### config.mk
export PLATFORM = sky130hd
export DESIGN_NAME = alu_arbiter_flat
export DESIGN_NICKNAME = d
export VERILOG_FILES = /design/src/rtl/alu_ctrl_pkg.sv /design/src/rtl/alu_arbiter_if.sv /design/src/rtl/rr_arbiter.sv /design/src/rtl/alu_arbiter.sv /design/src/flat_wrapper.sv
export SDC_FILE = /design/constraint.sdc
export NUM_CORES = 1
export LEC_CHECK = 0
export ABC_AREA = 0
export CAP_MARGIN = 20
export CELL_PAD_IN_SITES_DETAIL_PLACEMENT = 1
export CELL_PAD_IN_SITES_GLOBAL_PLACEMENT = 1
export CORE_AREA = 5 5 145 147
export CTS_BUF_LIST = sky130_fd_sc_hd__clkbuf_8
export DETAILED_ROUTE_END_ITERATION = 8
export DIE_AREA = 0 0 150 152
export PLACE_DENSITY_LB_ADDON = 0.1
export SYNTH_ARGS = -nofsm -noshare
export SYNTH_HDL_FRONTEND = slang
export SYNTH_SLANG_ARGS = --single-unit
export TNS_END_PERCENT = 10
### constraint.sdc
create_clock -name clk -period 1.3 [get_ports clk]
set_input_delay 0.26 -clock clk [delete_from_list [all_inputs] [get_ports clk]]
set_output_delay 0.26 -clock clk [all_outputs]
set_load 0.005 [all_outputs]
### src/rtl/alu_ctrl_pkg.sv
// Shared constants and types for the ALU arbiter slice.
// No logic; widths, FSM state encoding and ALU opcode values.
// Opcode constants let clients and benches name operations symbolically.
package alu_ctrl_pkg;

    localparam int DW    = 32;
    localparam int CMD_W = 4;

    typedef enum logic [1:0] {
        ST_IDLE = 2'd0,
        ST_EXEC = 2'd1,
        ST_RESP = 2'd2
    } state_t;

    localparam logic [CMD_W-1:0] ALU_ADD = 4'd0;
    localparam logic [CMD_W-1:0] ALU_SUB = 4'd1;
    localparam logic [CMD_W-1:0] ALU_AND = 4'd2;
    localparam logic [CMD_W-1:0] ALU_OR  = 4'd3;
    localparam logic [CMD_W-1:0] ALU_NOT = 4'd4;
    localparam logic [CMD_W-1:0] ALU_NOR = 4'd5;
    localparam logic [CMD_W-1:0] ALU_XOR = 4'd6;
    localparam logic [CMD_W-1:0] ALU_NEG = 4'd7;
    localparam logic [CMD_W-1:0] ALU_SLL = 4'd8;
    localparam logic [CMD_W-1:0] ALU_SRL = 4'd9;
    localparam logic [CMD_W-1:0] ALU_SRA = 4'd10;
    localparam logic [CMD_W-1:0] ALU_GE  = 4'd11;
    localparam logic [CMD_W-1:0] ALU_LE  = 4'd12;
    localparam logic [CMD_W-1:0] ALU_GT  = 4'd13;
    localparam logic [CMD_W-1:0] ALU_LT  = 4'd14;
    localparam logic [CMD_W-1:0] ALU_EQ  = 4'd15;

endpackage

### src/rtl/alu_arbiter_if.sv
// Bundle of request, ALU-side and response signals around the arbiter.
// Pure wiring, no latency.
// slave = arbiter side; master = requesters, ALU and response consumer.
interface alu_arbiter_if
    import alu_ctrl_pkg::*;
#(
    parameter int NREQ = 2
);

    localparam int IDW = $clog2(NREQ);

    logic [NREQ-1:0]       req_valid;
    logic [NREQ*DW-1:0]    req_src;
    logic [NREQ*DW-1:0]    req_dest;
    logic [NREQ*CMD_W-1:0] req_cmd;
    logic [NREQ-1:0]       req_ready;

    logic [DW-1:0]         alu_src;
    logic [DW-1:0]         alu_dest;
    logic [CMD_W-1:0]      alu_cmd;
    logic [DW-1:0]         alu_res;

    logic                  rsp_valid;
    logic                  rsp_ready;
    logic [IDW-1:0]        rsp_id;
    logic [DW-1:0]         rsp_res;

    modport slave (
        input  req_valid, req_src, req_dest, req_cmd, alu_res, rsp_ready,
        output req_ready, alu_src, alu_dest, alu_cmd, rsp_valid, rsp_id, rsp_res
    );

    modport master (
        output req_valid, req_src, req_dest, req_cmd, alu_res, rsp_ready,
        input  req_ready, alu_src, alu_dest, alu_cmd, rsp_valid, rsp_id, rsp_res
    );

endinterface

### src/rtl/rr_arbiter.sv
// Round-robin pick: first set request scanning upward from last_grant+1, wrapping.
// Combinational, zero latency.
// No backpressure; caller decides whether the grant is taken.
module rr_arbiter #(
    parameter  int NREQ = 2,
    localparam int IDW  = $clog2(NREQ)
) (
    input  logic [NREQ-1:0] i_req,
    input  logic [IDW-1:0]  i_last_grant,
    output logic [NREQ-1:0] o_grant_oh,
    output logic [IDW-1:0]  o_grant_idx,
    output logic            o_grant_vld
);

    logic [NREQ-1:0] w_upper;
    logic [NREQ-1:0] w_masked;
    logic [NREQ-1:0] w_pick;

    // Requesters strictly above the last winner get first chance this round.
    for (genvar g = 0; g < NREQ; g++) begin : g_mask
        assign w_upper[g] = (IDW'(g) > i_last_grant);
    end

    assign w_masked = i_req & w_upper;
    // Nobody above the last winner: wrap around and take the lowest requester.
    assign w_pick   = (|w_masked) ? w_masked : i_req;

    // Isolate the lowest set bit of the candidate vector.
    assign o_grant_oh  = w_pick & (~w_pick + NREQ'(1));
    assign o_grant_vld = |i_req;

    // One-hot to binary: index bit b is the OR of grant lines whose index has bit b set.
    for (genvar b = 0; b < IDW; b++) begin : g_enc
        logic [NREQ-1:0] w_sel;
        for (genvar g = 0; g < NREQ; g++) begin : g_bit
            assign w_sel[g] = o_grant_oh[g] && (((g >> b) % 2) == 1);
        end
        assign o_grant_idx[b] = |w_sel;
    end

endmodule

### src/rtl/alu_arbiter.sv
// Time-shares one combinational ALU among NREQ requesters, round-robin.
// Accept at T -> rsp_valid at T+2; next accept no earlier than T+3.
// Holds the response indefinitely while rsp_ready is low; no accepts meanwhile.
module alu_arbiter
    import alu_ctrl_pkg::*;
#(
    parameter int NREQ = 2
) (
    input logic          clk,
    input logic          rst,
    alu_arbiter_if.slave bus
);

    localparam int IDW = $clog2(NREQ);

    state_t           r_state;
    state_t           w_state_nxt;

    logic [IDW-1:0]   r_last_grant;
    logic [IDW-1:0]   w_grant_idx;
    logic [NREQ-1:0]  w_grant_oh;
    logic             w_grant_vld;

    logic [DW-1:0]    r_alu_src;
    logic [DW-1:0]    r_alu_dest;
    logic [CMD_W-1:0] r_alu_cmd;
    logic [IDW-1:0]   r_rsp_id;
    logic [DW-1:0]    r_rsp_res;
    logic             r_rsp_vld;

    logic             w_accept;
    logic             w_rsp_hs;

    logic [DW-1:0]    w_src_arr  [NREQ];
    logic [DW-1:0]    w_dest_arr [NREQ];
    logic [CMD_W-1:0] w_cmd_arr  [NREQ];
    logic [DW-1:0]    w_sel_src;
    logic [DW-1:0]    w_sel_dest;
    logic [CMD_W-1:0] w_sel_cmd;

    rr_arbiter #(
        .NREQ (NREQ)
    ) u_rr (
        .i_req        (bus.req_valid),
        .i_last_grant (r_last_grant),
        .o_grant_oh   (w_grant_oh),
        .o_grant_idx  (w_grant_idx),
        .o_grant_vld  (w_grant_vld)
    );

    // Unpack the flat per-requester buses so the winner can be picked by index.
    for (genvar g = 0; g < NREQ; g++) begin : g_unpack
        assign w_src_arr[g]  = bus.req_src[g*DW +: DW];
        assign w_dest_arr[g] = bus.req_dest[g*DW +: DW];
        assign w_cmd_arr[g]  = bus.req_cmd[g*CMD_W +: CMD_W];
    end

    assign w_sel_src  = w_src_arr[w_grant_idx];
    assign w_sel_dest = w_dest_arr[w_grant_idx];
    assign w_sel_cmd  = w_cmd_arr[w_grant_idx];

    // Next-state and handshake decode: accept only when idle, release only on response handshake.
    always_comb begin
        w_state_nxt = r_state;
        w_accept    = 1'b0;
        w_rsp_hs    = 1'b0;
        case (r_state)
            ST_IDLE: begin
                if (w_grant_vld) begin
                    w_accept    = 1'b1;
                    w_state_nxt = ST_EXEC;
                end
            end
            ST_EXEC: begin
                w_state_nxt = ST_RESP;
            end
            ST_RESP: begin
                if (bus.rsp_ready) begin
                    w_rsp_hs    = 1'b1;
                    w_state_nxt = ST_IDLE;
                end
            end
            default: begin
                w_state_nxt = ST_IDLE;
            end
        endcase
    end

    // Grant is shown only while idle and out of reset, so it is never visible unless actually taken.
    assign bus.req_ready = (w_accept && !rst) ? w_grant_oh : '0;

    // State register.
    always_ff @(posedge clk) begin
        if (rst) begin
            r_state <= ST_IDLE;
        end else begin
            r_state <= w_state_nxt;
        end
    end

    // Operand capture on accept, result capture leaving EXEC, response clear on handshake.
    always_ff @(posedge clk) begin
        if (rst) begin
            r_alu_src    <= '0;
            r_alu_dest   <= '0;
            r_alu_cmd    <= '0;
            r_rsp_id     <= '0;
            r_rsp_res    <= '0;
            r_rsp_vld    <= 1'b0;
            r_last_grant <= IDW'(NREQ - 1);
        end else begin
            if (w_accept) begin
                r_alu_src    <= w_sel_src;
                r_alu_dest   <= w_sel_dest;
                r_alu_cmd    <= w_sel_cmd;
                r_rsp_id     <= w_grant_idx;
                r_last_grant <= w_grant_idx;
            end
            if (r_state == ST_EXEC) begin
                r_rsp_res <= bus.alu_res;
                r_rsp_vld <= 1'b1;
            end
            if (w_rsp_hs) begin
                r_rsp_vld <= 1'b0;
            end
        end
    end

    assign bus.alu_src   = r_alu_src;
    assign bus.alu_dest  = r_alu_dest;
    assign bus.alu_cmd   = r_alu_cmd;
    assign bus.rsp_valid = r_rsp_vld;
    assign bus.rsp_id    = r_rsp_id;
    assign bus.rsp_res   = r_rsp_res;

endmodule

### src/flat_wrapper.sv
// flat-port wrapper written by rule: the top's interface ports become plain ports
module alu_arbiter_flat import alu_ctrl_pkg::*;
#(
    parameter int NREQ = 2
)
  (clk, rst, bus_req_valid, bus_req_src, bus_req_dest, bus_req_cmd, bus_alu_res, bus_rsp_ready, bus_req_ready, bus_alu_src, bus_alu_dest, bus_alu_cmd, bus_rsp_valid, bus_rsp_id, bus_rsp_res);
  alu_arbiter_if #(.NREQ(NREQ)) bus_i ();
  input logic clk;
  input logic rst;
  input wire logic [$bits(bus_i.req_valid)-1:0] bus_req_valid;
  input wire logic [$bits(bus_i.req_src)-1:0] bus_req_src;
  input wire logic [$bits(bus_i.req_dest)-1:0] bus_req_dest;
  input wire logic [$bits(bus_i.req_cmd)-1:0] bus_req_cmd;
  input wire logic [$bits(bus_i.alu_res)-1:0] bus_alu_res;
  input wire logic [$bits(bus_i.rsp_ready)-1:0] bus_rsp_ready;
  output wire logic [$bits(bus_i.req_ready)-1:0] bus_req_ready;
  output wire logic [$bits(bus_i.alu_src)-1:0] bus_alu_src;
  output wire logic [$bits(bus_i.alu_dest)-1:0] bus_alu_dest;
  output wire logic [$bits(bus_i.alu_cmd)-1:0] bus_alu_cmd;
  output wire logic [$bits(bus_i.rsp_valid)-1:0] bus_rsp_valid;
  output wire logic [$bits(bus_i.rsp_id)-1:0] bus_rsp_id;
  output wire logic [$bits(bus_i.rsp_res)-1:0] bus_rsp_res;
  assign bus_i.req_valid = bus_req_valid;
  assign bus_i.req_src = bus_req_src;
  assign bus_i.req_dest = bus_req_dest;
  assign bus_i.req_cmd = bus_req_cmd;
  assign bus_i.alu_res = bus_alu_res;
  assign bus_i.rsp_ready = bus_rsp_ready;
  assign bus_req_ready = bus_i.req_ready;
  assign bus_alu_src = bus_i.alu_src;
  assign bus_alu_dest = bus_i.alu_dest;
  assign bus_alu_cmd = bus_i.alu_cmd;
  assign bus_rsp_valid = bus_i.rsp_valid;
  assign bus_rsp_id = bus_i.rsp_id;
  assign bus_rsp_res = bus_i.rsp_res;
  alu_arbiter #(.NREQ(NREQ)) u_core (.clk(clk), .rst(rst), .bus(bus_i));
endmodule
==> results.sh <==
export IMPL_cpPeakStageDelay_ps=370
export IMPL_post_synth_top_count_cell="nand2_1"
export IMPL_worst_setup_path_end_kind="primary output"
export IMPL_netlist_area_mm2=0.00444
export IMPL_routed_via_density=4.80
export IMPL_grt_start_max_net_pins=46
export IMPL_grt_setup_unrepaired="true"
export IMPL_ant_nets=0
export IMPL_grt_overflow_total=0
export IMPL_cts_path_max_buffers=2
export IMPL_dieWidth_um=150
export IMPL_cp_required_ps=1040
export IMPL_yosys_warnings=0
export IMPL_worst_hold_path_type="in -> reg"
export IMPL_hold_depth=3
export IMPL_power_density_mw_per_mm2=1050
export IMPL_portBuffers=276
export IMPL_grt_first_pass_wirelength_um=33600
export IMPL_gp_congestion=0.781
export IMPL_syn_mean_instance_area_um2=7.98
export IMPL_fin_worst_skew_ps=17.9
export IMPL_firstDrtPassIters=4
export IMPL_tightest_slew_ps=582
export IMPL_synth_async_reset_ratio=0
export IMPL_timing_setup_critical_path_class="reg -> out"
export IMPL_grt_use_total=0.188
export IMPL_ir_drop_mv=0.481
export IMPL_cp_depth=3
export IMPL_yosys_top_cells_count="nand2_1, dfxtp_1, a21oi_1"
export IMPL_cp_top_family="flip-flops"
export IMPL_synth_cell_types=24
export IMPL_cts_tree="done"
export IMPL_slowest_stage="dfxtp_4"
export IMPL_worstRegToRegCells=6
export IMPL_nets=1007
export IMPL_die_area_mm2=0.0228
export IMPL_wl_um=22400
export IMPL_yosysSeqAreaShare=0.474
export IMPL_clk_latency_ps=390
export IMPL_synth_edf_count=0
export IMPL_fmax_ghz=0.655
export IMPL_drt_wirelength_per_cell_um=20.2
export IMPL_post_route_drc_count=0
export IMPL_min_period_ps=1530
export IMPL_die_h_um=152
export IMPL_synth_largest_area_cell="dfxtp_1"
export IMPL_finalMaxSlewViolations=0
export IMPL_synth_flop_cell="dfxtp_1"
export IMPL_antenna_found_initial=1
export IMPL_hold_buffers=0
export IMPL_vias=5327
export IMPL_first_global_vias=5691
export IMPL_synthCells=556
export IMPL_synth_net_count=729
export IMPL_drive_above_1_share=0.207
export IMPL_drt_initial_drc_count=164
export IMPL_violations="setup timing"
export IMPL_synth_area_top_cells="dfxtp_1, nand2_1, a21oi_1, a311oi_1, buf_2"
export IMPL_critPathMaxFanout=4
export IMPL_critPathBufInv=1
export IMPL_maxCapViolations=0
export IMPL_ys_ff_latch=105
export IMPL_io_pins=277
export IMPL_clock_sinks=105
export IMPL_post_place_ws_ps=-802
export IMPL_clk_root_buffer_cell="clkbuf_8"
export IMPL_syn_to_final_growth_pct=89.6
export IMPL_setup_slack_ps=-226
export IMPL_rows=52
export IMPL_numCtsBuffers=9
export IMPL_status="finished with violations"
export IMPL_coreArea_mm2=0.0198
export IMPL_clk_pin_slew_ps=110
export IMPL_htreeDepth=3
export IMPL_arrival_ps=1270
export IMPL_timing_hold_violations_final=0
export IMPL_setup_viol=70
export IMPL_start_util=0.224
export IMPL_worstSetupStartpointType="flop"
export IMPL_slew_headroom=0.612
export IMPL_p_leak_nw=3.44
export IMPL_finalSetupTns_ps=-11800
export IMPL_post_route_period_util=1.17
export IMPL_yosys_area_top_type_share=0.474
export IMPL_path_cells="a21bo_4 > nor3_2 > buf_2"
export IMPL_dpl_hpwl_um=14300
[worst min-delay path, cell delays in order]
cell and delay, ps:
buf_4 140, buf_4 250, a21oi_1 60
[kinds of logic after synthesis]
logic type             after synthesis  synth area share
and+or+nand+nor                    216             0.187
AOI/OAI and AO/OA                  177             0.274
DFF                                105             0.474
buffers and inverters               58            0.0651
[final timing paths]
| path | slack [ps] | from | endpoint |
|---|---|---|---|
| hold reg to reg | 460 | u_core.bus.rsp_res[16] | u_core.bus.rsp_res[16] |
| setup / recovery | -230 | u_core.r_last_grant | bus_req_ready[1] |
| setup reg to reg | -200 | u_core.r_state[0] | u_core.bus.alu_dest[14] |
| hold / removal | 360 | rst | u_core.bus.rsp_res[26] |
[placed cells by master, fill, tap and decap left out, types with 4 or more instances in the layout]
cell and n:
a21oi_1 99, a311oi_1 44, a311oi_2 24, buf_12 10, buf_16 12, buf_4 18, clkbuf_8 10, clkdlybuf4s15_1 23
clkdlybuf4s50_1 169, clkinvlp_4 4, dfxtp_1 42, dfxtp_2 61, dlygate4sd2_1 79, nand2_1 197, nor2_1 5
[where the power goes]
| part | switching, mW | total (mW) | internal, mW |
|---|---|---|---|
| Combinational | 1.34 | 3.00 | 1.66 |
| Clock | 1.29 | 2.06 | 0.771 |
| Sequential | 0.185 | 3.79 | 3.60 |
[routing by layer]
| metal | routed length [um] | GRT usage | vias up |
|---|---|---|---|
| met3 | 1560 | 0.0536 | 40 |
| met2 | 10900 | 0.317 | 209 |
| met5 | 0 | 0 | - |
| met4 | 731 | 0.0719 | 0 |
| li1 | - | - | 2508 |
| met1 | 9170 | 0.224 | 2570 |
[state kept, by name (all words and copies together) (netlist names)]
name                  count
u_core.bus.alu_dest      32
u_core.bus.alu_src       32
u_core.bus.rsp_res       32
u_core.bus.alu_cmd        4
u_core.r_state            2
u_core.bus.rsp_id         1
u_core.bus.rsp_valid      1
u_core.r_last_grant       1
[repair_timing]
action | in CTS | in global routing
pin swaps | 14 | 7
resized for setup | 210 | 51
buffers inserted | 6 | 1
gates cloned | 12 | 2
endpoints found under the setup margin | 174 | 129
[final cells by class]
class	count	area (um2)
Inverter	2	7.51
Tap cell	270	338
Antenna cell	1	2.50
Sequential cell	105	2190
Clock buffer	10	138
Timing Repair Buffer	323	3460
Fill cell	2309	11400
Clock inverter	6	50.0
Multi-Input combinational cell	393	2230
[stage by stage]
| stage | utilization | total power [mW] | instances | hold slack [ps] | instance area (um2) |
|---|---|---|---|---|---|
| floorplan | - | 4.83 | 556 | 396 | 4440 |
| global placement | 0.383 | 6.45 | 1072 | 441 | 7570 |
| detailed placement | 0.383 | 6.51 | 1072 | 449 | 7570 |
| CTS | 0.416 | 8.82 | 1106 | 328 | 8220 |
| global route | 0.426 | 9.33 | 1110 | 356 | 8420 |
| finish | 0.426 | 8.85 | 1110 | 358 | 8420 |
No activity file was read; power rests on OpenSTA's default activity.
